==> config.mk <==
export PLATFORM = sky130hd
export DESIGN_NAME = alarm_ctrl_flat
export DESIGN_NICKNAME = d
export VERILOG_FILES = /design/src/rtl/alarm_pkg.sv /design/src/rtl/alarm_ctrl_if.sv /design/src/rtl/alarm_ctrl_edge_pulse.sv /design/src/rtl/alarm_ctrl.sv /design/src/flat_wrapper.sv
export SDC_FILE = /design/constraint.sdc
export NUM_CORES = 1
export LEC_CHECK = 0
export CORE_MARGIN = 4
export CORE_UTILIZATION = 46
export DETAILED_ROUTE_END_ITERATION = 6
export PLACE_DENSITY = 0.76
export SKIP_CTS_REPAIR_TIMING = 1
export SYNTH_ARGS = -nofsm -noshare
export SYNTH_HDL_FRONTEND = slang
export SYNTH_HIERARCHICAL = 1
export SYNTH_SLANG_ARGS = --single-unit
==> constraint.sdc <==
create_clock -name clk -period 2.1 [get_ports clk]
set_input_delay 0.21 -clock clk [delete_from_list [all_inputs] [get_ports clk]]
set_output_delay 0.21 -clock clk [all_outputs]
set_load 0.01 [all_outputs]
==> src/rtl/alarm_pkg.sv <==
// Shared types and constants for the alarm controller: FSM state encoding,
// alarm-time field limits and a wrap-around increment helper.
package alarm_pkg;

  typedef enum logic [1:0] {
    IDLE   = 2'd0,
    RING   = 2'd1,
    SNOOZE = 2'd2
  } alarm_state_t;

  localparam logic [7:0] MIN_MAX  = 8'd59;
  localparam logic [7:0] HOUR_MAX = 8'd23;

  function automatic logic [7:0] wrap_inc(input logic [7:0] value, input logic [7:0] max);
    return (value == max) ? 8'd0 : value + 8'd1;
  endfunction

endpackage

==> src/rtl/alarm_ctrl_if.sv <==
// Timer, button and alarm-status bundle between the alarm controller (slave)
// and whatever drives it (master).
interface alarm_ctrl_if;

  logic       sec_tick;
  logic [7:0] seconds;
  logic [7:0] minutes;
  logic [7:0] hours;
  logic       alarm_en;
  logic       alarm_set;
  logic       set_min;
  logic       set_hour;
  logic       snooze;
  logic       stop;
  logic [7:0] alarm_min;
  logic [7:0] alarm_hour;
  logic       ringing;
  logic       snoozing;

  modport master (
    output sec_tick, seconds, minutes, hours,
    output alarm_en, alarm_set, set_min, set_hour, snooze, stop,
    input  alarm_min, alarm_hour, ringing, snoozing
  );

  modport slave (
    input  sec_tick, seconds, minutes, hours,
    input  alarm_en, alarm_set, set_min, set_hour, snooze, stop,
    output alarm_min, alarm_hour, ringing, snoozing
  );

endinterface

==> src/rtl/alarm_ctrl_edge_pulse.sv <==
// edge_pulse: registers a button level once and emits a one-cycle pulse on its
// rising edge; a held button yields exactly one pulse.
module edge_pulse (
  input  logic clk,
  input  logic reset,
  input  logic in,
  output logic pulse
);

  logic cur;
  logic prev;

  // NOTE: non-blocking assignments make cur/prev shift as a true two-stage pipe;
  // blocking here would copy the new cur straight into prev and kill the pulse.
  always_ff @(posedge clk or negedge reset) begin
    if (!reset) begin
      cur  <= 1'b0;
      prev <= 1'b0;
    end else begin
      cur  <= in;
      prev <= cur;
    end
  end

  assign pulse = cur & ~prev;

endmodule

==> src/rtl/alarm_ctrl.sv <==
// alarm_ctrl: stores an alarm time, rings when the timer hits it, and handles
// snooze/stop/timeout. Define ALARM_SNOOZE_LIMIT_EN to cap snoozes per alarm at MAX_SNOOZE.
module alarm_ctrl
  import alarm_pkg::*;
#(
  parameter int RING_SECS   = 60,
  parameter int SNOOZE_SECS = 540,
  parameter int MAX_SNOOZE  = 3
) (
  input logic         clk,
  input logic         reset,
  alarm_ctrl_if.slave bus
);

  localparam int RING_W = $clog2(RING_SECS);
  localparam int SNZ_W  = $clog2(SNOOZE_SECS);
  localparam logic [RING_W-1:0] RING_LAST = RING_W'(RING_SECS - 1);
  localparam logic [SNZ_W-1:0]  SNZ_LAST  = SNZ_W'(SNOOZE_SECS - 1);

  if (RING_SECS < 2 || SNOOZE_SECS < 2 || MAX_SNOOZE < 1) begin : g_param_check
    $error("alarm_ctrl: RING_SECS/SNOOZE_SECS must be >= 2 and MAX_SNOOZE >= 1");
  end

  alarm_state_t      state, state_next;
  logic [RING_W-1:0] ring_cnt, ring_cnt_next;
  logic [SNZ_W-1:0]  snz_cnt, snz_cnt_next;
  logic [7:0]        alarm_min_q, alarm_hour_q;
  logic              min_p, hour_p, snooze_p, stop_p;
  logic              match, trigger, snooze_ok;

  edge_pulse u_min    (.clk(clk), .reset(reset), .in(bus.set_min),  .pulse(min_p));
  edge_pulse u_hour   (.clk(clk), .reset(reset), .in(bus.set_hour), .pulse(hour_p));
  edge_pulse u_snooze (.clk(clk), .reset(reset), .in(bus.snooze),   .pulse(snooze_p));
  edge_pulse u_stop   (.clk(clk), .reset(reset), .in(bus.stop),     .pulse(stop_p));

  // seconds==0 appears on a single tick per minute, so a match fires only once.
  assign match   = (bus.hours == alarm_hour_q) && (bus.minutes == alarm_min_q) &&
                   (bus.seconds == 8'd0);
  assign trigger = bus.sec_tick && match && bus.alarm_en && !bus.alarm_set;

  always_ff @(posedge clk or negedge reset) begin
    if (!reset) begin
      alarm_min_q  <= 8'd0;
      alarm_hour_q <= 8'd0;
    end else if (bus.alarm_set) begin
      if (min_p)  alarm_min_q  <= wrap_inc(alarm_min_q, MIN_MAX);
      if (hour_p) alarm_hour_q <= wrap_inc(alarm_hour_q, HOUR_MAX);
    end
  end

  always_ff @(posedge clk or negedge reset) begin
    if (!reset) begin
      state    <= IDLE;
      ring_cnt <= '0;
      snz_cnt  <= '0;
    end else begin
      state    <= state_next;
      ring_cnt <= ring_cnt_next;
      snz_cnt  <= snz_cnt_next;
    end
  end

  always_comb begin
    // NOTE: defaults first, so every path assigns every output and no latch is inferred.
    state_next    = state;
    ring_cnt_next = ring_cnt;
    snz_cnt_next  = snz_cnt;
    if (!bus.alarm_en || bus.alarm_set) begin
      state_next = IDLE;
    end else begin
      case (state)
        IDLE: begin
          if (trigger) begin
            state_next    = RING;
            ring_cnt_next = '0;
          end
        end
        RING: begin
          if (stop_p) begin
            state_next = IDLE;
          end else if (snooze_p && snooze_ok) begin
            state_next   = SNOOZE;
            snz_cnt_next = '0;
          end else if (bus.sec_tick) begin
            if (ring_cnt == RING_LAST) state_next = IDLE;
            else                       ring_cnt_next = ring_cnt + RING_W'(1);
          end
        end
        SNOOZE: begin
          if (stop_p) begin
            state_next = IDLE;
          end else if (bus.sec_tick) begin
            if (snz_cnt == SNZ_LAST) begin
              state_next    = RING;
              ring_cnt_next = '0;
            end else begin
              snz_cnt_next = snz_cnt + SNZ_W'(1);
            end
          end
        end
        default: state_next = IDLE;
      endcase
    end
  end

`ifdef ALARM_SNOOZE_LIMIT_EN
  localparam int SC_W = $clog2(MAX_SNOOZE + 1);
  logic [SC_W-1:0] snz_used;

  // Returning to IDLE starts a fresh alarm event with a full snooze allowance.
  always_ff @(posedge clk or negedge reset) begin
    if (!reset)                                  snz_used <= '0;
    else if (state_next == IDLE)                 snz_used <= '0;
    else if (state == RING && state_next == SNOOZE) snz_used <= snz_used + SC_W'(1);
  end

  assign snooze_ok = (snz_used != SC_W'(MAX_SNOOZE));
`else
  assign snooze_ok = 1'b1;
`endif

  assign bus.alarm_min  = alarm_min_q;
  assign bus.alarm_hour = alarm_hour_q;
  assign bus.ringing    = (state == RING);
  assign bus.snoozing   = (state == SNOOZE);

endmodule

==> src/flat_wrapper.sv <==
// flat-port wrapper written by rule: the top's interface ports become plain ports
module alarm_ctrl_flat import alarm_pkg::*;
#(
  parameter int RING_SECS   = 60,
  parameter int SNOOZE_SECS = 540,
  parameter int MAX_SNOOZE  = 3
)
  (clk, reset, bus_sec_tick, bus_seconds, bus_minutes, bus_hours, bus_alarm_en, bus_alarm_set, bus_set_min, bus_set_hour, bus_snooze, bus_stop, bus_alarm_min, bus_alarm_hour, bus_ringing, bus_snoozing);
  alarm_ctrl_if bus_i ();
  input logic clk;
  input logic reset;
  input wire logic [$bits(bus_i.sec_tick)-1:0] bus_sec_tick;
  input wire logic [$bits(bus_i.seconds)-1:0] bus_seconds;
  input wire logic [$bits(bus_i.minutes)-1:0] bus_minutes;
  input wire logic [$bits(bus_i.hours)-1:0] bus_hours;
  input wire logic [$bits(bus_i.alarm_en)-1:0] bus_alarm_en;
  input wire logic [$bits(bus_i.alarm_set)-1:0] bus_alarm_set;
  input wire logic [$bits(bus_i.set_min)-1:0] bus_set_min;
  input wire logic [$bits(bus_i.set_hour)-1:0] bus_set_hour;
  input wire logic [$bits(bus_i.snooze)-1:0] bus_snooze;
  input wire logic [$bits(bus_i.stop)-1:0] bus_stop;
  output wire logic [$bits(bus_i.alarm_min)-1:0] bus_alarm_min;
  output wire logic [$bits(bus_i.alarm_hour)-1:0] bus_alarm_hour;
  output wire logic [$bits(bus_i.ringing)-1:0] bus_ringing;
  output wire logic [$bits(bus_i.snoozing)-1:0] bus_snoozing;
  assign bus_i.sec_tick = bus_sec_tick;
  assign bus_i.seconds = bus_seconds;
  assign bus_i.minutes = bus_minutes;
  assign bus_i.hours = bus_hours;
  assign bus_i.alarm_en = bus_alarm_en;
  assign bus_i.alarm_set = bus_alarm_set;
  assign bus_i.set_min = bus_set_min;
  assign bus_i.set_hour = bus_set_hour;
  assign bus_i.snooze = bus_snooze;
  assign bus_i.stop = bus_stop;
  assign bus_alarm_min = bus_i.alarm_min;
  assign bus_alarm_hour = bus_i.alarm_hour;
  assign bus_ringing = bus_i.ringing;
  assign bus_snoozing = bus_i.snoozing;
  alarm_ctrl #(.RING_SECS(RING_SECS), .SNOOZE_SECS(SNOOZE_SECS), .MAX_SNOOZE(MAX_SNOOZE)) u_core (.clk(clk), .reset(reset), .bus(bus_i));
endmodule
==> results by group, run 1 <==
CTS
  – Root Driver: clkbuf_8
  – CTS tree: built
  – Max Buffers Root-to-Sink: 2
  – Worst-path clk slew: roughly 80 ps
  – Clk_lat worst skew: roughly 290 ps
  – Sink Count: 42
  – H-tree Lvls: 2
  – TritonCTS Buffers: 5

Worst hold path
  – Worst min-delay path category: in2async

Floorplan
  – Initial Util: 47.97%
  – IO Count: between 50 and 60
  – Die X: 81.44 µm
  – Area of the core: 0.005172 mm²
  – Die ar.: 0.006632 mm²
  – Site Rows: 26
  – Die height: 81.44 µm

Power and ir drop
  – PD cells: 674.7 mW/mm²
  – Leak Pwr: roughly 0.0015 µW
  – Max VDD drop: between 0.4 and 0.5 mV

Critical path
  – Crit path DAT: 2280 ps
  – Setup CP Type: reg2reg
  – Worst Reg-to-Reg Cells: 8
  – CP required: roughly 2300 ps
  – Critical path launch point type: flip-flop
  – Reg2reg start: u_core/state[0]$_DFFE_PN0P_
  – CP Max Fanout: 4
  – Reg2reg setup slack: 20 ps
  – Worst r2r dst: u_core/snz_cnt[5]$_DFFE_PN0P_
  – CP Capture Type: flip-flop

Timing
  – Worst slew margin: 64.41%
  – Setup violators final: 0
  – Hold Worst Slack: -20.07 ps
  – Final worst path period share: between 90% and 100%
  – Worst-margin pin slew: 533.8 ps
  – Crit path time final: 2084 ps
  – Maximum clock frequency: 479.8 MHz
  – Worst clock skew: between 7 and 8 ps
  – Max Slew Vio Count: 0
  – RSZ-0062 raised after global routing: true
  – Final Hold Violating Endpoints: 42

Placed design
  – Placed Area: between 0.003 and 0.004 mm²
  – I/O Buffers: 50
  – Inst Count DP: 398
  – Placer Congestion: 0.8509
  – Post-DP HPWL: 4342 µm

Layout
  – Layout cells sized above 1: 20.41%
  – FF+latch area: 0.001051 mm²
  – Layout area overhead: 39.49%
  – Final instance count without filler cells: 408
  – Fin area: 0.003461 mm²
  – Antenna diodes: 0
  – Commonest non-fill, non-tap cell in the layout: clkdlybuf4s50_1
  – Commonest cells after routing, fill and taps aside: 49 x clkdlybuf4s50_1, 42 x dfrtp_1, 32 x buf_4
  – Fillcell total: between 400 and 500
  – Final nets: 378
  – Multi-input logic area: 0.001413 mm²

Drt
  – Vias: about 2.2k
  – Overall routed net length: 5864 µm
  – DR iter-0 viols: 124
  – Average wire per standard cell: 14.37 µm
  – Drt first pass iters: 4
  – DRC viols: 0
  – Routed Antenna Nets: 0
  – Via density: ~5.4

Status
  – Failing checks: negative hold slack
  – Status: complete, but fails checks

Run
  – Max Cap Violations: 0

Synth
  – Synth Flop Type: dfrtp_1
  – Yosys reg bits: 42
  – Number of synthesized flops with an enable pin: 0
  – Cells after Synth: between 200 and 300
  – Synth Warn #: 6
  – Post-Syn Area: 0.002481 mm²
  – Mapped Nets: 295
  – Mean post-synth cell area: 9.768 µm²
  – Cell variety after synth: 50
  – Async SR Flop Fraction: 100.0%
  – Register area share after synthesis: 42.36%

Global route
  – First-pass GRT wire length: between 9000 and 10000 µm
  – Vias in the first global route: between 2k and 2.5k
  – Initial antenna violation count: 0
  – Gr usage total: 18.28%
  – Largest net degree at the start of global routing: 43
  – GRT overflow: 0
## worst max-delay path: stages, from the launching register on
cell,delay (ps)
dfrtp_1,390
inv_1,90
ha_1,280
nand3b_1,90
or4b_4,580
inv_1,110
nand2_2,100
buf_6,140
o31ai_1,220
## cells in the mapped netlist (2+ instances only)
cell type,count,area share [%]
nor2b_1,9,2.3
xor2_1,6,2.1
nand2_1,22,3.3
o31ai_1,7,2.1
ha_1,8,4.0
nand4_1,9,2.3
dfrtp_1,42,42
or2_2,5,1.3
nor2_1,14,2.1
a22o_1,3,1.1
a21oi_1,2,0.40
xnor2_1,21,7.4
and3_1,4,1.0
nand3_1,10,2.0
nor4bb_1,2,0.81
mux2_2,3,1.4
or4b_1,3,1.2
buf_2,2,0.40
inv_1,11,1.7
o41ai_1,2,0.71
nor3_1,7,1.4
a21o_1,3,0.91
clkbuf_1,5,0.76
a41oi_1,3,1.1
and2_1,2,0.50
nor2b_4,4,2.2
a31o_2,2,0.71
o2111ai_1,2,0.71
mux2i_1,2,0.81
nor4_1,3,0.76
o21ai_0,13,2.6
or3b_1,2,0.71
nand2b_1,4,1.0
## layer usage
metal  track usage [%]  part of all wire (%)  vias up
met5                 0                     0        -
met4             5.236                  0.70        0
met3             5.154                   6.7        6
met2             29.23                    47       67
met1             24.16                    46     1038
li1                  -                     -     1072
## sequential cells by signal, indices dropped and copies added (netlist names), 2 cells and up
signal / flops
u_core/bus.alarm_hour: 8
u_core/state: 2
u_core/snz_cnt: 10
u_core/bus.alarm_min: 8
u_core/ring_cnt: 6
## layout make-up
type,count,area share [%]
clock buffer,6,2.097
clock inverter,2,1.085
inverter,11,1.193
multi-input combinational,193,40.82
sequential,42,30.37
tap,70,2.531
timing repair buffer,84,21.91
## where the power goes
| part | switching, µW | internal, µW |
|---|---|---|
| Combinational | 275 | 397 |
| Clock | 279 | 355 |
| Sequential | 128 | 901 |
## cells by family (layout without fill, tap and decap cells)
family          count (synthesis)  count (layout)  synth area share (%)
simple gates                  107             107                 25.16
compound gates                 45              45                 13.16
fa+ha+maj                       8               8                 4.034
buf+inv                        19             103                 3.127
mux                             6               6                 2.622
flops                          42              42                 42.36
xor+xnor                       27              27                 9.531
## how the worst max path moves through the flow
stage	startpoint	to
floorplan	u_core/state[1]$_DFFE_PN0P_	u_core/ring_cnt[2]$_DFFE_PN0P_
global placement	bus_seconds[1]	u_core/ring_cnt[0]$_DFFE_PN0P_
detailed placement	bus_seconds[1]	u_core/ring_cnt[0]$_DFFE_PN0P_
CTS	u_core/state[0]$_DFFE_PN0P_	u_core/snz_cnt[1]$_DFFE_PN0P_
global route	u_core/state[0]$_DFFE_PN0P_	u_core/snz_cnt[3]$_DFFE_PN0P_
finish	u_core/state[0]$_DFFE_PN0P_	u_core/snz_cnt[5]$_DFFE_PN0P_
## per-stage QoR
| stage | hold WS [ps] | setup TNS, ps | power (µW) | util, % | setup WS [ps] |
|---|---|---|---|---|---|
| 4_1_cts | -9.910 | -12.62 | 2359 | 65.36 | -12.62 |
| 3_3_place_gp | 310.6 | -808.1 | 1702 | 63.23 | -99.74 |
| 6_report | -20.07 | 0 | 2335 | 66.91 | 15.93 |
| 2_1_floorplan | -85.59 | 0 | 1342 | - | 33.07 |
| 3_5_place_dp | 314.2 | -1574 | 1721 | 63.23 | -149.0 |
| 5_1_grt | 15.65 | -361.8 | 2477 | 66.91 | -83.25 |
Power figures use the tool's default switching activity.
==> run 2: changes to the inputs <==
--- a/config.mk
+++ b/config.mk
@@ -14,3 +14,4 @@
 export SYNTH_HDL_FRONTEND = slang
 export SYNTH_HIERARCHICAL = 1
 export SYNTH_SLANG_ARGS = --single-unit
+export TNS_END_PERCENT = 30
==> run 2 against run 1 <==
The run still ends with negative hold slack left. Worst setup slack got worse by 5.7 ps. Sequential share of layout area hardly changed. Non-clock buffer count did not move. First-iteration DRC count is 0.81% higher. Sequential power about the same. Via count increased by 0.23%. Cell count unchanged. Cell area fell by 0.11%. Clock skew is essentially flat. Critical path type unchanged. Largest cell class unchanged.
==> results by group, run 2 (synthesized netlist as in run 1, its figures left out) <==
Critical path
  – CP Capture Type: flip-flop
  – Worst r2r dst: u_core/snz_cnt[5]$_DFFE_PN0P_
  – Reg2reg start: u_core/state[0]$_DFFE_PN0P_
  – CP Max Fanout: 4
  – Critical path launch point type: flip-flop
  – Reg2reg setup slack: 10 ps
  – CP peak stage delay: 580 ps
  – Crit path top cell by count: inv_1
  – Crit path cell chain: inv_1 -> ha_1 -> nand3b_1 -> or4b_4 -> inv_1 -> nand2_2 -> buf_6 -> o31ai_1
  – Crit path DAT: 2290 ps
  – Setup CP Type: reg2reg
  – CP required: 2300 ps
  – Critical path endpoint: u_core/snz_cnt[5]$_DFFE_PN0P_
  – Slowest stage cell on the critical path: or4b_4
  – Worst setup path startpoint: u_core/state[0]$_DFFE_PN0P_
  – Worst Reg-to-Reg Cells: 8

Global route
  – GRT overflow: 0
  – First-pass GRT wire length: between 9000 and 10000 µm
  – Largest net degree at the start of global routing: 43
  – Vias in the first global route: about 2.1k
  – Gr usage total: 18.28%
  – Initial antenna violation count: 0

Worst hold path
  – Worst min-delay path category: in2async

Timing
  – Setup TNS: 0 ps
  – RSZ-0062 raised after global routing: true
  – Crit path time final: 2090 ps
  – Hold Worst Slack: -18.27 ps
  – Final Hold Violating Endpoints: 42
  – Maximum clock frequency: 478.5 MHz
  – Final worst path period share: between 90 and 100%
  – Max Slew Vio Count: 0
  – Worst-margin pin slew: around 530 ps
  – Setup violators final: 0
  – Worst slew margin: 64.36%
  – Worst clock skew: 7.517 ps

Floorplan
  – Area of the core: roughly 0.0052 mm²
  – Die X: between 80 and 90 µm
  – IO Count: a little over 50
  – Die ar.: about 0.0066 mm²
  – Site Rows: 26
  – Initial Util: about 48%
  – Die height: 81.44 µm

Layout
  – Largest Register: u_core/snz_cnt
  – Layout area overhead: 39.33%
  – Commonest cells after routing, fill and taps aside: 49 x clkdlybuf4s50_1, 42 x dfrtp_1, 33 x buf_4
  – Max reg flops: 10
  – Final instance count without filler cells: roughly 410
  – Final nets: 378
  – Final core occ: between 60% and 70%
  – Layout cells sized above 1: approximately 20%
  – Antenna diodes: 0
  – Commonest non-fill, non-tap cell in the layout: clkdlybuf4s50_1

Status
  – Status: complete, but fails checks
  – Failing checks: negative hold slack

CTS
  – H-tree Lvls: 2
  – TritonCTS Buffers: 5
  – Root Driver: clkbuf_8
  – Max Buffers Root-to-Sink: 2
  – CTS tree: built
  – Clk_lat worst skew: 290 ps
  – Worst-path clk slew: 80 ps
  – Sink Count: 42

Drt
  – Overall routed net length: 5864 µm
  – Vias: 2188
  – Via density: 5.363
  – DRC viols: 0
  – Average wire per standard cell: between 10 and 15 µm
  – Drt first pass iters: 5
  – DR iter-0 viols: 125
  – Routed Antenna Nets: 0

Power and ir drop
  – Internal: 1653 µW
  – Max VDD drop: a little under 0.5 mV
  – P_sw: 681.3 µW
  – Comb pwr share: 28.8%
  – Leak Pwr: 0.001451 µW
  – PD cells: 675.2 mW/mm²
  – Power Total: 2334 µW
  – Clock group share of total power: 27.1%
  – Flop pwr share: 44.1%
  – Net Sw Frac: 29.19%

Placed design
  – Placer Congestion: 0.8509
  – Post-DP HPWL: around 4300 µm
  – Inst Count DP: 398
  – I/O Buffers: 50

Run
  – Max Cap Violations: 0
==> run 2: power groups by stage <==
stage | Combinational [µW] | Sequential (µW) | Clock [µW]
finish | 672 | 1030 | 633
detailed placement | 678 | 1040 | 0
floorplan | 288 | 1050 | 0
global placement | 662 | 1040 | 0
CTS | 681 | 1030 | 649
global route | 737 | 1050 | 694
==> run 2: final cells by class <==
cell class / count / area [µm²]
clock buffers: 6 / 72.57
clock inverters: 2 / 37.54
repair buffers: 84 / 754.5
inverters: 11 / 41.29
fillers: 410 / 1715
multi-input cells: 193 / 1413
flip-flops and latches: 42 / 1051
well taps: 70 / 87.58
==> run 2: per-stage QoR <==
| step | setup WS, ps | area (µm²) |
|---|---|---|
| floorplan | 33.07 | 2484 |
| finish | 10.21 | 3457 |
| global placement | -99.74 | 3271 |
| global route | -83.25 | 3457 |
| detailed placement | -149.0 | 3271 |
| CTS | -12.62 | 3381 |
==> run 2: critical path: cells and delay by family (launching register included) <==
family                   cells  cell delay, ps
buffers and inverters        3             340
AND/OR/NAND/NOR              3             770
flip-flops                   1             380
AO/OA/AOI/OAI                1             220
adder cells (fa/ha/maj)      1             280
==> run 2: worst min path at each step <==
stage	start	endpoint	slack, ps	depth (start not counted)
2_1_floorplan	reset	u_core/bus.alarm_hour[0]$_DFFE_PN0P_	-90	0
3_3_place_gp	reset	u_core/ring_cnt[4]$_DFFE_PN0P_	310	2
3_5_place_dp	reset	u_core/ring_cnt[5]$_DFFE_PN0P_	310	2
4_1_cts	reset	u_core/u_stop/cur$_DFF_PN0_	-10	2
5_1_grt	reset	u_core/u_stop/cur$_DFF_PN0_	20	2
6_report	reset	u_core/u_stop/cur$_DFF_PN0_	-20	2
==> run 2: per-layer routing <==
layer | share of wire (%) | GRT usage [%] | wire, µm
met1 | 46 | 24.16 | 2685
met2 | 47 | 29.23 | 2750
met3 | 6.4 | 5.154 | 373
met4 | 0.92 | 5.236 | 54
met5 | 0 | 0 | 0
==> patch, RTL diff (config.mk and constraints of run 1) <==
Encoding of `alarm_state_t`: now one-hot (3 bits for 3 states).
--- a/src/rtl/alarm_pkg.sv
+++ b/src/rtl/alarm_pkg.sv
@@ -3,8 +3,8 @@
 package alarm_pkg;
 
-  typedef enum logic [1:0] {
-    IDLE   = 2'd0,
-    RING   = 2'd1,
-    SNOOZE = 2'd2
+  typedef enum logic [2:0] {
+    IDLE   = 3'b001,
+    RING   = 3'b010,
+    SNOOZE = 3'b100
   } alarm_state_t;
 
Check against the original RTL: no difference found for any inputs over 10 cycles, from zero or initial values and one cycle with reset low; not proved beyond that.
==> patch against run 1 <==
- the flow still finishes with violations (negative hold slack)
- count of clock-buffer cells in the layout up 1
- critical path depth down 4
- cell area down 8.4%
- setup slack better by 0.094 ns
- fmax up 4.7%
- register-to-register slack better by 0.10 ns
- synthesized cell count down 5.9%
- cell count down 7.4%
- sequential cell count up 1
- wire length down 6.7%
- area after synthesis down 4.5%
- power down 7.9%
- sequential share of layout area up 3.7 points
- clock skew down 0.0041 ns
- largest cell class unchanged
==> patch: results (changes against run 1) <==
* Status: finished, violations left
* Failing checks: negative hold slack
* Largest net degree at the start of global routing at 44 (+2.3%)
* Final hold viol count at 42 (unchanged)
* Sequential share of the synthesized area at 0.455 (+0.0312)
* First-pass GRT wire length at 9320 um (-1.1%)
* Max reg flops at 10 (unchanged)
* DR vias/cell at 5.34 (-0.12%)
* Top cells by count, synth: dfrtp_1 (42), nor2_1 (18), o21ai_0 (16), xnor2_1 (16), nand2_1 (13)
* Routed length on met3 at 258 um (-34%)
* DR top layer: met4
* CP max FO at 7 (+3)
* Placed instance area at 3070 um2 (-6.0%)
* VDD IR max at 0.541 mV (+10%)
* Syn Nets at 276 (-6.4%)
* Delay-heaviest family, CP: buffers and inverters
* Async SR Flop Fraction at 1.00 (unchanged)
* DRT Pass-1 Iters at 4 (unchanged)
* Reg clk slew, reported paths at 0.08 ns (about the same)
* Slowest stage delay, CP at 0.54 ns (-0.04 ns)
* Ys Warns at 6 (unchanged)
* Final #Nets at 347 (-8.2%)
* Starting DRT DRC Count at 105 (-15%)
* Largest Register: u_core/snz_cnt
* XOR/XNOR Fraction of Synth Area at 0.0998 (+0.00453)
* Area contributors post-synth: dfrtp_1 (44%), xnor2_1 (5.9%), xor2_1 (4.1%)
* Hold slack at -0.0255 ns (-0.00539 ns)
* Met3 usage at 0.0474 (-0.00413)
* Clk root buf: clkbuf_8
* Yosys cell types at 43 (-14%)
* Pre-CTS setup slack at -0.125 ns (+0.0236 ns)
* Length of routed wiring on met1 at 2590 um (-2.9%)
* CTS buffer count at 5 (unchanged)
* Synth Area in Compound Gates at 0.141 (+0.00890)
* Synthesized-area fraction occupied by adder cells at 0.0211 (-0.0192)
* Arrival @ worst endpoint at 1.78 ns (-0.50 ns)
* Share of cells above drive strength 1 at 0.148 (-0.0562)
* DP HPWL at 4110 um (-5.4%)
* CP max stage cell: clkdlybuf4s50_1
* M1 GR Usage at 0.249 (+0.00694)
* Cells after DPL at 370 (-7.0%)
* Clock Skew at 0.00367 ns (-0.00409 ns)
* Pint at 1.51 mW (-8.9%)
* Routed vias at 2,020 (-7.5%)
* WL met2 at 2550 um (-7.7%)
* CTS H-tree depth at 2 (unchanged)
* Ant diodes at 0 (unchanged)
* DR WL/cell at 14.5 um (+0.67%)
* P_leak at 1.37 nW (-5.7%)
* Routability-driven placement congestion ratio at 0.913 (+7.3%)
* Mux cell area share after synthesis at 0.0222 (-0.00404)
* Slew Limit Headroom at 0.635 (-0.00931)
* Syn Inst Count at 239 (-5.9%)
* Fill count at 406 (-0.98%)
* Initial antenna violation count at 0 (unchanged)
* Met2 usage at 0.299 (+0.00649)
* GRT Total Usage at 0.186 (+0.00362)
patch: changes by cell type in the layout (fill, tap and decap cells not counted), sizes merged, moves of 3 or more:
cell   before  now
ha          8    4
xnor2      21   16
or2         5    0
nor4        3    6
buf        35   21
a21oi       2    7
nor2b      13    9
a41oi       3    0
a31oi       1    8
nand2      22   13
o21ai      13   16
nor2       14   18
xor2        6   11
patch: power groups by stage:
stage / clock network, mW / registers (mW) / logic [mW]
floorplan: 0 / 1.05 / 0.259
global placement: 0 / 1.04 / 0.601
detailed placement: 0 / 1.04 / 0.616
CTS: 0.532 / 1.03 / 0.614
global route: 0.567 / 1.04 / 0.673
finish: 0.514 / 1.03 / 0.607
patch: area by class of cell:
| cell class | count | area (um2) | area share |
|---|---|---|---|
| repair buffers | 70 | 648 | 0.205 |
| multi-input cells | 179 | 1230 | 0.390 |
| clock inverters | 1 | 5.00 | 0.00158 |
| clock buffers | 7 | 76.3 | 0.0241 |
| well taps | 67 | 83.8 | 0.0265 |
| inverters | 11 | 41.3 | 0.0130 |
| flip-flops and latches | 43 | 1080 | 0.341 |
patch: worst paths after layout:
path | from | to | slack [ns] | cells past startpoint
setup / recovery | u_core/state[2]$_DFFE_PN0P_ | bus_ringing | 0.11 | 4
hold / removal | reset | u_core/snz_cnt[8]$_DFFE_PN0P_ | -0.03 | 2
setup reg to reg | u_core/u_stop/cur$_DFF_PN0_ | u_core/snz_cnt[3]$_DFFE_PN0P_ | 0.12 | 6
hold reg to reg | u_core/u_hour/cur$_DFF_PN0_ | u_core/u_hour/prev$_DFF_PN0_ | 0.39 | 0
max in group asynchronous | reset | u_core/state[2]$_DFFE_PN0P_ | 1.72 | 2
min in group clk | bus_stop | u_core/u_stop/cur$_DFF_PN0_ | 0.34 | 1
